File: config.mk
export PLATFORM = sky130hd
export DESIGN_NAME = instr_fetch_unit
export DESIGN_NICKNAME = d
export VERILOG_FILES = /design/src/rtl/fetch_pkg.sv /design/src/rtl/fetch_fifo.sv /design/src/rtl/instr_fetch_unit.sv
export SDC_FILE = /design/constraint.sdc
export NUM_CORES = 1
export LEC_CHECK = 0
export BUFFER_PORTS_ARGS = -buffer_cell sky130_fd_sc_hd__buf_4
export CORE_MARGIN = 2
export CORE_UTILIZATION = 25
export DETAILED_ROUTE_END_ITERATION = 10
export PLACE_DENSITY = 0.42
export SLEW_MARGIN = 0
export SYNTH_ARGS = -nofsm -noshare
export SYNTH_HDL_FRONTEND = slang
export SYNTH_SLANG_ARGS = --single-unit
File: constraint.sdc
create_clock -name Clk -period 11.6 [get_ports Clk]
set_clock_uncertainty 0.2 [all_clocks]
set_input_delay 1.16 -clock Clk [delete_from_list [all_inputs] [get_ports Clk]]
set_output_delay 1.16 -clock Clk [all_outputs]
set_load 0.05 [all_outputs]
File: src/rtl/fetch_pkg.sv
// Shared types and constants for the instruction fetch unit.
//   L       : instruction address width (matches the program counter)
//   W       : instruction word width
//   HALT_OP : opcode that ends the program
//   fetch_entry_t : one {pc, instruction} pair held in the prefetch FIFO
//   fetch_state_t : fetch unit control states
package fetch_pkg;

  localparam int L = 10;
  localparam int W = 9;
  localparam logic [W-1:0] HALT_OP = 9'h1FF;

  typedef struct packed {
    logic [L-1:0] pc;
    logic [W-1:0] inst;
  } fetch_entry_t;

  typedef enum logic [1:0] {
    IDLE = 2'd0,
    RUN  = 2'd1,
    HALT = 2'd2
  } fetch_state_t;

endpackage

File: src/rtl/fetch_fifo.sv
// Prefetch FIFO: DEPTH-entry circular buffer of fetch_entry_t.
//   Clk, Reset : clock, synchronous active-high reset (empties the buffer)
//   flush      : empty the buffer; wins over push and pop
//   push       : write push_entry at the tail
//   push_entry : {pc, instruction} pair to store
//   pop        : retire the head entry
//   count      : number of valid entries
//   head       : entry at the read pointer (meaningful while count != 0)
module fetch_fifo
  import fetch_pkg::*;
#(
  parameter int DEPTH = 3,
  localparam int CW = $clog2(DEPTH + 1),
  localparam int PW = (DEPTH > 1) ? $clog2(DEPTH) : 1
) (
  input  logic          Clk,
  input  logic          Reset,
  input  logic          flush,
  input  logic          push,
  input  fetch_entry_t  push_entry,
  input  logic          pop,
  output logic [CW-1:0] count,
  output fetch_entry_t  head
);

  fetch_entry_t mem [DEPTH];
  logic [PW-1:0] rd_ptr;
  logic [PW-1:0] wr_ptr;
  logic          do_push;
  logic          do_pop;

  function automatic logic [PW-1:0] ptr_inc(input logic [PW-1:0] p);
    return (p == PW'(DEPTH - 1)) ? '0 : p + 1'b1;
  endfunction

  assign do_push = push && !flush;
  assign do_pop  = pop && !flush && (count != '0);
  assign head    = mem[rd_ptr];

  always_ff @(posedge Clk) begin
    if (Reset || flush) begin
      rd_ptr <= '0;
      wr_ptr <= '0;
      count  <= '0;
    end else begin
      if (do_push) wr_ptr <= ptr_inc(wr_ptr);
      if (do_pop)  rd_ptr <= ptr_inc(rd_ptr);
      case ({do_push, do_pop})
        2'b10:   count <= count + 1'b1;
        2'b01:   count <= count - 1'b1;
        default: count <= count;
      endcase
    end
  end

  // Storage carries data only; validity lives in count and the pointers.
  always_ff @(posedge Clk) begin
    if (do_push) mem[wr_ptr] <= push_entry;
  end

  // The issue-side credit check must make this impossible.
  always_ff @(posedge Clk) begin
    if (!Reset) assert (!(do_push && count == CW'(DEPTH)));
  end

endmodule

File: src/rtl/instr_fetch_unit.sv
// Instruction fetch unit: accepts fetch addresses from the program counter,
// reads the 1-cycle-latency instruction ROM, buffers {pc, inst} pairs and
// hands them to the decoder with valid/ready.
//   Clk, Reset          : clock, synchronous active-high reset
//   Start               : begin (or restart) a program; flushes the FIFO
//   PcIn/PcValid/PcReady: fetch address handshake from the program counter
//   Redirect            : taken branch; flushes the wrong path
//   ImemAddr/ImemRdEn   : ROM read request
//   ImemData            : ROM data, one cycle after ImemRdEn
//   InstOut/InstPc      : head instruction and its address
//   InstValid/InstReady : decoder handshake
//   Done                : halt opcode retired; held until Start or Reset
module instr_fetch_unit
  import fetch_pkg::*;
#(
  parameter int DEPTH = 3,
  localparam int CW = $clog2(DEPTH + 1)
) (
  input  logic         Clk,
  input  logic         Reset,
  input  logic         Start,
  input  logic [L-1:0] PcIn,
  input  logic         PcValid,
  output logic         PcReady,
  input  logic         Redirect,
  output logic [L-1:0] ImemAddr,
  output logic         ImemRdEn,
  input  logic [W-1:0] ImemData,
  output logic [W-1:0] InstOut,
  output logic [L-1:0] InstPc,
  output logic         InstValid,
  input  logic         InstReady,
  output logic         Done
);

  localparam logic [CW:0] DEPTH_C = (CW + 1)'(DEPTH);

  fetch_state_t  state;
  fetch_state_t  state_d;
  logic [CW-1:0] count;
  fetch_entry_t  head;
  fetch_entry_t  push_entry;
  logic          credit_ok;
  logic          accept;
  logic          pop;
  logic          halt_pop;
  logic          flush;
  logic          push;
  logic          vld_p1;
  logic          kill_p1;
  logic [L-1:0]  inflight_pc_p1;

  // Credit counts both buffered entries and the read still in the ROM, so a
  // push can never find the FIFO full. Registered terms only.
  assign credit_ok = ({1'b0, count} + {{CW{1'b0}}, vld_p1}) < DEPTH_C;
  assign PcReady   = (state == RUN) && !Redirect && credit_ok;
  assign accept    = PcValid && PcReady;
  assign ImemRdEn  = accept;
  assign ImemAddr  = accept ? PcIn : '0;

  assign InstValid = (state == RUN) && (count != '0);
  assign InstOut   = InstValid ? head.inst : '0;
  assign InstPc    = InstValid ? head.pc : '0;
  assign pop       = InstValid && InstReady;
  assign halt_pop  = pop && (head.inst == HALT_OP);
  assign Done      = (state == HALT);

  // A flush drops the read landing this cycle (flush beats push in the FIFO);
  // kill_p1 drops the read accepted in the flush cycle when it lands.
  assign push       = vld_p1 && !kill_p1;
  assign push_entry = '{pc: inflight_pc_p1, inst: ImemData};

  always_comb begin
    state_d = state;
    flush   = Redirect || Start;
    case (state)
      IDLE: if (Start) state_d = RUN;
      RUN: begin
        // Start restarts in place; otherwise the halt pop wins over Redirect.
        if (!Start && halt_pop) begin
          state_d = HALT;
          flush   = 1'b1;
        end
      end
      HALT: if (Start) state_d = RUN;
      default: state_d = IDLE;
    endcase
  end

  always_ff @(posedge Clk) begin
    if (Reset) begin
      state   <= IDLE;
      vld_p1  <= 1'b0;
      kill_p1 <= 1'b0;
    end else begin
      state   <= state_d;
      vld_p1  <= accept;
      kill_p1 <= flush;
    end
  end

  // Stage p0 -> p1: address of the read now inside the ROM.
  always_ff @(posedge Clk) begin
    if (accept) inflight_pc_p1 <= PcIn;
  end

  fetch_fifo #(.DEPTH(DEPTH)) u_fifo (
    .Clk        (Clk),
    .Reset      (Reset),
    .flush      (flush),
    .push       (push),
    .push_entry (push_entry),
    .pop        (pop),
    .count      (count),
    .head       (head)
  );

endmodule

# Yosys cells after proc, flatten, opt, wreduce, memory -nomap -nowiden
# Memory sizes are Yosys's and may differ from the RTL's. A register that Yosys moved wholly into a read port is not among the register bits.
# Index checks and enable logic that the tools add are counted.
[totals]
reg_bits = 20
ramBits = 57
inputBits = 25
out_inout_bits = 33
word_cells = 60
memories = 1
[memory_table]
columns = ["memory", "depth", "word_bits", "rd", "rd_ports_with_merged_regs", "write_ports", "line", "source"]
rows = [
  ["u_fifo.mem", 3, 19, 1, 1, 1, "fetch_fifo.sv:26", "fetch_entry_t mem [DEPTH];"],
]
[op_classes]
addsub = 5
magnitude_cmp = 1
eq_ne = 9
n_mux = 15
reduce_logical = 22
[ops]
columns = ["op", "count"]
rows = [
  ["10-bit two-way mux", 2],
  ["2-bit two-way mux", 6],
  ["1-bit logical AND", 11],
  ["9-bit == test (second input constant)", 1],
  ["9-bit two-way mux", 1],
  ["2-bit == test (second input constant)", 4],
  ["2-bit one-hot mux with 2 select lines", 2],
  ["2-bit by 1-bit adder with 2-bit output (second input constant)", 3],
  ["2-bit by 1-bit == test with 1-bit output (second input constant)", 2],
  ["1-bit logical NOT", 4],
  ["1-bit two-way mux", 4],
  ["2-bit by 1-bit != test with 1-bit output (second input constant)", 2],
  ["2-bit nonzero test", 2],
  ["2-bit by 1-bit adder with 3-bit output", 1],
  ["3-bit by 2-bit < comparator with 1-bit output (second input constant)", 1],
  ["2-bit logical NOT", 1],
  ["1-bit logical OR", 2],
  ["2-bit AND reduction", 1],
  ["2-bit OR reduction", 1],
  ["2-bit by 1-bit subtractor with 2-bit output (second input constant)", 1],
]

# Logic depth before layout (Yosys ltp)
# Gate-level depths: netlist of the first run.
[logic_depth]
word_depth = 12
depth_mapped = 13

# Hierarchy
# A second synthesis of the first run with hierarchy kept.
[hier_totals]
hier_cells = 224
hier_area_um2 = 3191.8
[modules_own_cells]
columns = ["module", "n_inst", "cells_each", "area_per_inst_um2", "seq_area_each_um2"]
rows = [
  ["fetch_fifo", 1, 154, 2426.1, 1871.8],
  ["instr_fetch_unit", 1, 70, 765.7, 380.4],
]

# Least setup slack after synthesis of the first run
# OpenSTA, ideal clock, no wires.
[synth_timing]
path_kind = "input -> output"
startpoint = "input port Redirect"
endpoint = "output port ImemRdEn"
arrival_time_ns = 3.014
required_ns = 10.240
path_slack_ns = 7.226
stages = 3
path_buffers = 1
cell_sequence = "a2111oi_0 > clkbuf_1 > and2_1"
[synth_between]
elab_chain_cells = 4
[synth_lines]
columns = ["element", "line", "source"]
rows = [
  ["from (decl)", "instr_fetch_unit.sv:25", "input logic Redirect,"],
  ["1-bit logical NOT", "instr_fetch_unit.sv:56", "assign PcReady = (state == RUN) && !Redirect && credit_ok;"],
  ["1-bit logical AND (2 in series)", "instr_fetch_unit.sv:56", ""],
  ["net PcReady", "instr_fetch_unit.sv:24", "output logic PcReady,"],
  ["1-bit logical AND", "instr_fetch_unit.sv:57", "assign accept = PcValid && PcReady;"],
  ["to (decl)", "instr_fetch_unit.sv:27", "output logic ImemRdEn,"],
]
# The timed path passes the listed nets, and every way through them passes these cells.

# Worst setup path in the final report of the first run
[layout_timing]
startpoint = "register u_fifo.count[0]"
endpoint = "output port ImemRdEn"
[layout_between]
elab_chain_cells = 4
[layout_lines]
columns = ["element", "line", "source"]
rows = [
  ["from (decl)", "fetch_fifo.sv:22", "output logic [CW-1:0] count,"],
  ["from (signal assigned)", "fetch_fifo.sv:49", "2'b10: count <= count + 1'b1;"],
  ["from (signal assigned)", "fetch_fifo.sv:50", "2'b01: count <= count - 1'b1;"],
  ["from (signal assigned)", "fetch_fifo.sv:51", "default: count <= count;"],
  ["2-bit by 1-bit adder with 3-bit output", "instr_fetch_unit.sv:55", "assign credit_ok = ({1'b0, count} + {{CW{1'b0}}, vld_p1}) < DEPTH_C;"],
  ["3-bit by 2-bit < comparator with 1-bit output", "instr_fetch_unit.sv:55", ""],
  ["1-bit logical AND", "instr_fetch_unit.sv:56", ""],
  ["1-bit logical AND", "instr_fetch_unit.sv:57", ""],
]
# No other way between the ends.

==> impl_metrics.yaml, run 1 <==
clock_network:
  cts_root_buf: "clkbuf_16"
  cts_resized: 0
  cts_hold_buf: 0
  htreeDepth: 3
  cts_tree: "yes"
  cts_buffer_depth: 2
  cts.sink_count: 79
  worstSkewPairLatency_ns: 0.33
  numCtsBuffers: 9
  cts_setup_buffers: 0
  cts.clk_slew.worst_paths_ns: 0.06
drt:
  dr.first_iter.drc_count: 65
  routed_via_density: 4.235
  drc: 0
  dr_total_vias: 1944
  drt_wl_total_um: 6620
  dr.pass1.iters: 4
  drtAntennaViolNets: 0
  wl_per_cell_um: 14.42
synthesis:
  ys_ff_latch: 79
  async_flop_share: 0
  synth_area_um2: 3163
  synth_xor_area_frac: 0.008307
  synth_top_area_cell: "edfxtp_1"
  ys.flop_type: "edfxtp_1"
  synth_mux_area_frac: 0.08861
  synthCells: 220
  yosys.area_share.simple: 0.1167
  syn-num-nets: 248
  synth_adder_area_share: 0.01187
  synth_most_common_cell: "edfxtp_1"
  yosysWarnings: 0
  synthDistinctLibCells: 35
  ys_seq_area_frac: 0.7120
  postSynthAreaPerCell_um2: 14.38
  synth_top_family_by_area: "simple AND/OR/NAND/NOR gates"
  synth_edf_count: 67
  yosysTopAreaCellShare: 0.6361
  synth_area_leaders: "edfxtp_1 64%, dfxtp_1 7.6%, mux2i_1 6.0%"
  synthTopCellsByCount: "67 x edfxtp_1, 33 x nor2_1, 19 x mux2i_1"
  synth_compound_area_frac: 0.03956
sta:
  setup_viol: 0
  fmax_ghz: 0.2611
  grt_setup_unrepaired: "no"
  finalHoldViolations: 0
  setup_tns_ns: 0
  period_share: 0.3302
  holdWs_ns: 0.2805
  layout_min_cycle_time_ns: 3.830
  slew_viol_final: 0
  tightest_slew_ns: 0.6682
  timing.slew.headroom: 0.5504
worst_setup_path:
  critPathKind: "reg2out"
  slowest_delay_ns: 0.43
  arrival_ns: 2.47
  crit_buf_inv: 2
  crit_family: "buffers and inverters"
  critical_path_required_ns: 10.24
  worstPathMaxFanout: 13
  crit_chain: "ha_1, ha_1, a2111oi_2, buf_4, and2_1, buf_4"
  critPathLaunchType: "flip-flop"
  slowest_stage: "and2_1"
  endpoint_kind: "output port"
final_layout:
  antennaDiodeCount: 0
  fin_cells: 459
  area_delta_synth_final_pct: 30.06
  num-nets-final: 310
  drive_above_1_share: 0.3171
  utilization: 0.3300
floorplanning:
  fp.coreArea_um2: 12470
  die-area_um2: 13570
  die_x_um: 116.5
  start_util: 0.2537
  rows: 41
  boundaryPins: 58
  die_h_um: 116.5
pwr:
  p_leak_nw: 1.479
  fin_total_pwr_w: 0.0006118
  peakVddDrop_v: 0.00006317
  power.density_nw_per_um2: 148.7
global_routing:
  grt_pass1_wl_um: 10210
  grt-ovfl-total: 0
  grt_max_degree: 31
  grtUsageTotal: 0.1040
  antenna_found_initial: 0
  grt_pass1_vias: 1895
run:
  drv_cap: 0
placed_design:
  gp_congestion: 0.6663
  place_inst: 443
  dp_hpwl_um: 4304
  io_buffer_count: 57
hold_path:
  hold_class: "reg2reg"
outcome:
  status: "finished clean"
==> per-layer routing <==
layer / track usage / routed length, um
met2: 0.1554 / 2902
met5: 0 / 0
met1: 0.1422 / 3217
met3: 0.02595 / 352
met4: 0.04841 / 148
==> stage by stage <==
step                worst slack [ns]  instance area, um^2
floorplan                      7.226                 3163
global placement               7.772                 3810
detailed placement             7.766                 3810
CTS                            7.725                 4114
global route                   7.572                 4114
finish                         7.770                 4114
==> path summary, 6_finish.rpt <==
path	startpoint	endpoint	slack [ns]	depth (start not counted)
worst max-delay path	u_fifo.count[0]$_SDFFE_PP0P_	ImemRdEn	7.77	6
worst min register to register	inflight_pc_p1[3]$_DFFE_PP_	u_fifo.mem[0][12]$_DFFE_PP_	0.28	0
worst min-delay path	inflight_pc_p1[3]$_DFFE_PP_	u_fifo.mem[0][12]$_DFFE_PP_	0.28	0
worst max register to register	flip-flop	u_fifo.count[1]$_SDFFE_PP0P_	8.07	10
==> power by group <==
group          total [W]  switching, W  internal [W]
clock           0.000283      0.000114      0.000170
combinational  0.0000191     0.0000107    0.00000841
sequential      0.000309    0.00000102      0.000308
==> registers in the layout, indices dropped and copies added, names as in the netlist, named ones only <==
signal          cells
u_fifo.rd_ptr       2
state               2
u_fifo.count        2
u_fifo.wr_ptr       2
inflight_pc_p1     10
u_fifo.mem         57
vld_p1              1
kill_p1             1
==> layout by cell type, fill, tap and decap left out, drive strengths merged, types with 2 or more instances in the layout <==
master  instances
mux2            8
a21oi          11
nor2           33
ha              3
edfxtp         67
nand2b          2
nand2           8
or4             2
and3           12
nor4            4
buf            63
or3             3
a211oi          4
and2            2
clkbuf          9
inv             6
mux2i          19
xnor2           2
nor3            3
dfxtp          12
==> cell families after synthesis <==
kind of cell / count (synthesis)
compound gates: 20
xor+xnor: 3
fa+ha+maj: 3
buf+inv: 14
flops: 79
mux: 27
simple gates: 74
==> worst register-to-register path: cells and delay by family (launching register included) <==
family	cells	cell delay [ns]
flops	1	0.67
mux	2	0.55
buf+inv	1	0.32
xor+xnor	1	0.13
simple gates	5	1.23
fa+ha+maj	1	0.31
==> cell type report <==
type | count | area, um^2
repair buffers | 63 | 473.0
fillers | 1250 | 8352
inverters | 2 | 7.507
clock inverters | 7 | 78.83
multi-input cells | 127 | 862.1
well taps | 172 | 215.2
clock buffers | 9 | 225.2
flip-flops and latches | 79 | 2252
Note: power is estimated with default switching activity, not from simulation.
==> run 2, diff against run 1 <==
--- a/config.mk
+++ b/config.mk
@@ -9,7 +9,7 @@
 export CORE_MARGIN = 2
 export CORE_UTILIZATION = 25
 export DETAILED_ROUTE_END_ITERATION = 10
-export PLACE_DENSITY = 0.42
+export PLACE_DENSITY = 0.44
 export SLEW_MARGIN = 0
 export SYNTH_ARGS = -nofsm -noshare
 export SYNTH_HDL_FRONTEND = slang
==> constraint.sdc (replaced) <==
create_clock -name Clk -period 3.4 [get_ports Clk]
set_clock_uncertainty 0.2 [all_clocks]
set_input_delay 0.34 -clock Clk [delete_from_list [all_inputs] [get_ports Clk]]
set_output_delay 0.34 -clock Clk [all_outputs]
set_load 0.05 [all_outputs]
==> impl_metrics.yaml, run 2 (synthesized netlist as in run 1, its figures left out) <==
pwr:
  switchingPower_w: 0.0004321
  p_seq_frac: 0.521
  switching_share: 0.2132
  p_leak_nw: 1.552
  power.density_nw_per_um2: 471.1
  p_clk_frac: 0.438
  intPower_w: 0.001595
  peakVddDrop_v: 0.0002103
  power_frac_comb: 0.041
final_layout:
  top_regs: "u_fifo.mem (57), inflight_pc_p1 (10)"
  area_delta_synth_final_pct: 36.04
  regMostFlops: "u_fifo.mem"
  final_cell_mix: "67 x edfxtp_1, 65 x buf_4, 33 x nor2_1"
  largest_reg_flops: 57
  drive_above_1_share: 0.3072
  final_common_cell: "edfxtp_1"
  num-nets-final: 329
  antennaDiodeCount: 0
placed_design:
  io_buffer_count: 57
  gp_congestion: 0.7652
  place_ws_ns: 0.3505
  dp_hpwl_um: 4538
sta:
  finalHoldViolations: 0
  timing.slew.headroom: 0.6080
  setup_slack_ns: 0.3301
  layout_min_cycle_time_ns: 3.070
  fmax_ghz: 0.3257
  setup_tns_ns: 0
  tightest_slew_ns: 0.5827
  slew_viol_final: 0
  period_share: 0.9029
  setup_viol: 0
  grt_setup_unrepaired: "no"
  holdWs_ns: 0.01690
drt:
  dr.first_iter.drc_count: 128
  drtAntennaViolNets: 0
  drt_wl_total_um: 6813
  wl_per_cell_um: 14.25
  dr_total_vias: 1967
  drc: 0
  routed_via_density: 4.115
  dr.pass1.iters: 4
hold_path:
  min_path_cells: 1
  hold_end: "u_fifo.mem[0][0]$_DFFE_PP_"
  hold_class: "in2reg"
  worst_hold_startpoint: "ImemData[0]"
worst_setup_path:
  crit_chain: "mux2_2, mux2i_1, nor4_1, and3b_2, buf_4, nor4_1, ha_1, nor2_1, xnor2_1, nor3_1"
  crit_family: "simple AND/OR/NAND/NOR gates"
  slowest_delay_ns: 0.62
  critPathKind: "reg2reg"
  critPathLaunchType: "flip-flop"
  arrival_ns: 3.09
  r2r_cells: 10
  worstPathMaxFanout: 12
  worst_r2r_endpoint: "u_fifo.count[1]$_SDFFE_PP0P_"
  critical_path_required_ns: 3.42
  r2r_slack_ns: 0.33
  cpMostUsedCell: "nor4_1"
  slowest_stage: "dfxtp_1"
  crit_buf_inv: 1
  endpoint_kind: "flip-flop"
global_routing:
  grt_max_degree: 22
  grt-ovfl-total: 0
  grt_pass1_wl_um: 10810
  grtUsageTotal: 0.1083
  antenna_found_initial: 0
  grt_pass1_vias: 2077
outcome:
  status: "finished clean"
floorplanning:
  boundaryPins: 58
  die_h_um: 116.5
  die-area_um2: 13570
  rows: 41
  start_util: 0.2537
  die_x_um: 116.5
  fp.coreArea_um2: 12470
clock_network:
  cts.clk_slew.worst_paths_ns: 0.06
  worstSkewPairLatency_ns: 0.33
  htreeDepth: 3
  cts_tree: "yes"
  cts_resized: 0
  cts_buffer_depth: 2
  numCtsBuffers: 9
  cts_root_buf: "clkbuf_16"
  cts.sink_count: 79
run:
  drv_cap: 0
==> run 2: cell types whose count changed in the layout (fill, tap and decap cells not counted) <==
cell | before | now
clkinv_4 | 0 | 2
buf_4 | 63 | 65
nor4_2 | 2 | 0
bufinv_16 | 1 | 0
inv_8 | 1 | 0
nor4_4 | 0 | 2
buf_12 | 0 | 1
dlygate4sd3_1 | 0 | 16
==> run 2: final cells by class <==
type	instances	area, um^2
inverters	2	7.507
flip-flops and latches	79	2252
multi-input cells	127	879.6
well taps	172	215.2
clock buffers	9	225.2
repair buffers	82	668.1
fillers	1225	8163
clock inverters	7	55.05
==> run 2: through the flow <==
stage / cells / utilization / cell area [um^2] / total power [W]
6_report: 478 / 0.3452 / 4303 / 0.002027
3_3_place_gp: 446 / 0.3098 / 3862 / 0.001144
3_5_place_dp: 446 / 0.3098 / 3862 / 0.001145
2_1_floorplan: 220 / - / 3181 / 0.001102
4_1_cts: 475 / 0.3428 / 4273 / 0.002052
5_1_grt: 478 / 0.3452 / 4303 / 0.002104
==> run 2: how the worst max path moves through the flow <==
stage | to | depth (start not counted) | from | slack (ns)
2_1_floorplan | inflight_pc_p1[0]$_DFFE_PP_ | 5 | u_fifo.count[0]$_SDFFE_PP0P_ | 0.07
3_3_place_gp | u_fifo.count[1]$_SDFFE_PP0P_ | 10 | flip-flop | 0.40
3_5_place_dp | u_fifo.count[1]$_SDFFE_PP0P_ | 10 | flip-flop | 0.35
4_1_cts | u_fifo.count[1]$_SDFFE_PP0P_ | 10 | flip-flop | 0.32
5_1_grt | u_fifo.count[1]$_SDFFE_PP0P_ | 11 | flip-flop | 0.14
6_report | u_fifo.count[1]$_SDFFE_PP0P_ | 10 | flip-flop | 0.33
==> run 2: repair_timing <==
item,CTS,global route
hold endpoints to repair,19,7
hold buffers,13,3
buffers inserted,0,0
==> run 2: per-layer routing <==
metal | global-route usage | part of all wire | wire length (um) | up-vias
li1 | - | - | - | 988
met1 | 0.1382 | 0.47 | 3187 | 926
met2 | 0.1729 | 0.49 | 3321 | 47
met3 | 0.03217 | 0.030 | 202 | 6
met4 | 0.04365 | 0.015 | 101 | 0
met5 | 0 | 0 | 0 | -
==> run 2: power by group through the flow <==
stage	combinational (W)	sequential [W]	clock (W)
after floorplan	0.0000274	0.00107	0
after global placement	0.0000682	0.00108	0
after global routing	0.0000905	0.00106	0.000958
after detailed placement	0.0000690	0.00108	0
final	0.0000831	0.00106	0.000889
after CTS	0.0000810	0.00106	0.000916
==> run 3, diff against run 2 <==
--- a/config.mk
+++ b/config.mk
@@ -6,10 +6,12 @@
 export NUM_CORES = 1
 export LEC_CHECK = 0
 export BUFFER_PORTS_ARGS = -buffer_cell sky130_fd_sc_hd__buf_4
+export CELL_PAD_IN_SITES_DETAIL_PLACEMENT = 1
+export CELL_PAD_IN_SITES_GLOBAL_PLACEMENT = 1
 export CORE_MARGIN = 2
 export CORE_UTILIZATION = 25
 export DETAILED_ROUTE_END_ITERATION = 10
-export PLACE_DENSITY = 0.44
+export PLACE_DENSITY = 0.49
 export SLEW_MARGIN = 0
 export SYNTH_ARGS = -nofsm -noshare
 export SYNTH_HDL_FRONTEND = slang
==> constraint.sdc (replaced) <==
create_clock -name Clk -period 3.8 [get_ports Clk]
set_clock_uncertainty 0.2 [all_clocks]
set_input_delay 0.38 -clock Clk [delete_from_list [all_inputs] [get_ports Clk]]
set_output_delay 0.38 -clock Clk [all_outputs]
set_load 0.05 [all_outputs]
==> impl_metrics.yaml, run 3 (synthesized netlist as in run 1, its figures left out) <==
drt:
  drtAntennaViolNets: 0
  routed_via_density: 4.244
  wl_per_cell_um: 15.63
  dr.first_iter.drc_count: 71
  dr.pass1.iters: 4
  drt_wl_total_um: 7174
  dr_total_vias: 1948
  drc: 0
sta:
  setup_slack_ns: 0.5629
  grt_setup_unrepaired: "no"
  setup_viol: 0
  holdWs_ns: 0.03498
  setup_tns_ns: 0
  slew_viol_final: 0
  finalHoldViolations: 0
  fmax_ghz: 0.3089
  layout_min_cycle_time_ns: 3.237
  timing.slew.headroom: 0.6179
  period_share: 0.8519
  tightest_slew_ns: 0.5723
pwr:
  p_leak_nw: 1.469
  switchingPower_w: 0.0003586
  switching_share: 0.2031
  peakVddDrop_v: 0.0001636
  intPower_w: 0.001407
  fin_total_pwr_w: 0.001765
  p_clk_frac: 0.431
  power_frac_comb: 0.034
  power.density_nw_per_um2: 431.1
  p_seq_frac: 0.535
worst_setup_path:
  r2r_cells: 9
  endpoint_kind: "flip-flop"
  critPathLaunchType: "flip-flop"
  critical_path_required_ns: 3.81
  r2r_slack_ns: 0.56
  critPathKind: "reg2reg"
  arrival_ns: 3.24
  worst_r2r_endpoint: "u_fifo.count[1]$_SDFFE_PP0P_"
  worstPathMaxFanout: 13
placed_design:
  gp_congestion: 0.6950
  io_buffer_count: 57
  dp_hpwl_um: 4876
  placement.cell_area_um2: 3827
  place_ws_ns: 0.5326
floorplanning:
  boundaryPins: 58
  die_h_um: 116.5
  die_x_um: 116.5
  die-area_um2: 13570
  start_util: 0.2537
  fp.coreArea_um2: 12470
  rows: 41
final_layout:
  final_common_cell: "edfxtp_1"
  final_cell_mix: "67 x edfxtp_1, 63 x buf_4, 33 x nor2_1"
  largest_reg_flops: 57
  design_area_um2: 4094
  num-nets-final: 310
  antennaDiodeCount: 0
  drive_above_1_share: 0.3171
  area_delta_synth_final_pct: 29.43
  top_regs: "u_fifo.mem (57), inflight_pc_p1 (10)"
  regMostFlops: "u_fifo.mem"
global_routing:
  grt_pass1_vias: 2026
  grt_use_met3: 0.02543
  met2_usage: 0.1833
  grt-ovfl-total: 0
  grt_use_met1: 0.1438
  grtUsageTotal: 0.1122
  grt_max_degree: 22
  antenna_found_initial: 0
  grt_pass1_wl_um: 11100
  grt-busiest-layer: "met2"
hold_path:
  hold_end: "inflight_pc_p1[2]$_DFFE_PP_"
  worst_hold_startpoint: "PcIn[2]"
  hold_class: "in2reg"
  min_path_cells: 1
clock_network:
  worstSkewPairLatency_ns: 0.33
  cts.sink_count: 79
  cts_tree: "yes"
  cts_hold_buf: 0
  cts_root_buf: "clkbuf_16"
  htreeDepth: 3
  cts_buffer_depth: 2
  cts_setup_buffers: 0
  numCtsBuffers: 9
  cts_resized: 0
  cts.clk_slew.worst_paths_ns: 0.06
run:
  drv_cap: 0
outcome:
  status: "finished clean"
[run 3: changes by cell type in the layout (fill, tap and decap cells not counted)]
cell	delta
buf_12	-1
clkinv_2	+4
dlygate4sd3_1	-16
inv_6	-3
clkinvlp_4	-1
buf_4	-2
clkinv_1	-1
clkbuf_1	+1
[run 3: worst max-delay path by stage]
| stage | start | endpoint | slack, ns |
|---|---|---|---|
| final | flip-flop | u_fifo.count[1]$_SDFFE_PP0P_ | 0.56 |
| after global routing | flip-flop | u_fifo.count[1]$_SDFFE_PP0P_ | 0.35 |
| after CTS | flip-flop | u_fifo.count[1]$_SDFFE_PP0P_ | 0.54 |
| after detailed placement | flip-flop | u_fifo.count[1]$_SDFFE_PP0P_ | 0.53 |
| after global placement | flip-flop | u_fifo.count[1]$_SDFFE_PP0P_ | 0.70 |
| after floorplan | u_fifo.count[0]$_SDFFE_PP0P_ | u_fifo.mem[2][0]$_DFFE_PP_ | 0.26 |
[run 3: stage by stage]
| stage | util | instances |
|---|---|---|
| 3_5_place_dp | 0.3070 | 443 |
| 5_1_grt | 0.3284 | 459 |
| 4_1_cts | 0.3284 | 459 |
| 3_3_place_gp | 0.3070 | 443 |
| 2_1_floorplan | - | 220 |
| 6_report | 0.3284 | 459 |
[run 3: layer usage]
layer | vias up | part of all wire
li1 | 946 | -
met1 | 950 | 0.44
met2 | 45 | 0.51
met3 | 7 | 0.036
met4 | 0 | 0.014
met5 | - | 0
[run 3: area by class of cell]
type	count	area, um^2
fillers	1340	8372
inverters	2	7.507
repair buffers	63	473.0
clock buffers	10	229.0
flip-flops and latches	79	2252
well taps	172	215.2
clock inverters	6	37.54
multi-input cells	127	879.6
[run 3: worst max-delay path: stages, from the launching register on]
cell and delay, ns:
dfxtp_1 0.62, mux2_1 0.37, mux2i_1 0.19, or4_1 0.20, and3b_2 0.34, or4_1 0.52, ha_1 0.32, nor2_1 0.16
xnor2_1 0.13, nor3_1 0.06
[run 3: power by group through the flow]
stage | Combinational [W] | Clock [W] | Sequential (W)
2_1_floorplan | 0.0000245 | 0 | 0.000962
3_3_place_gp | 0.0000602 | 0 | 0.000963
3_5_place_dp | 0.0000615 | 0 | 0.000963
4_1_cts | 0.0000618 | 0.000782 | 0.000944
5_1_grt | 0.0000662 | 0.000816 | 0.000945
6_report | 0.0000604 | 0.000760 | 0.000944
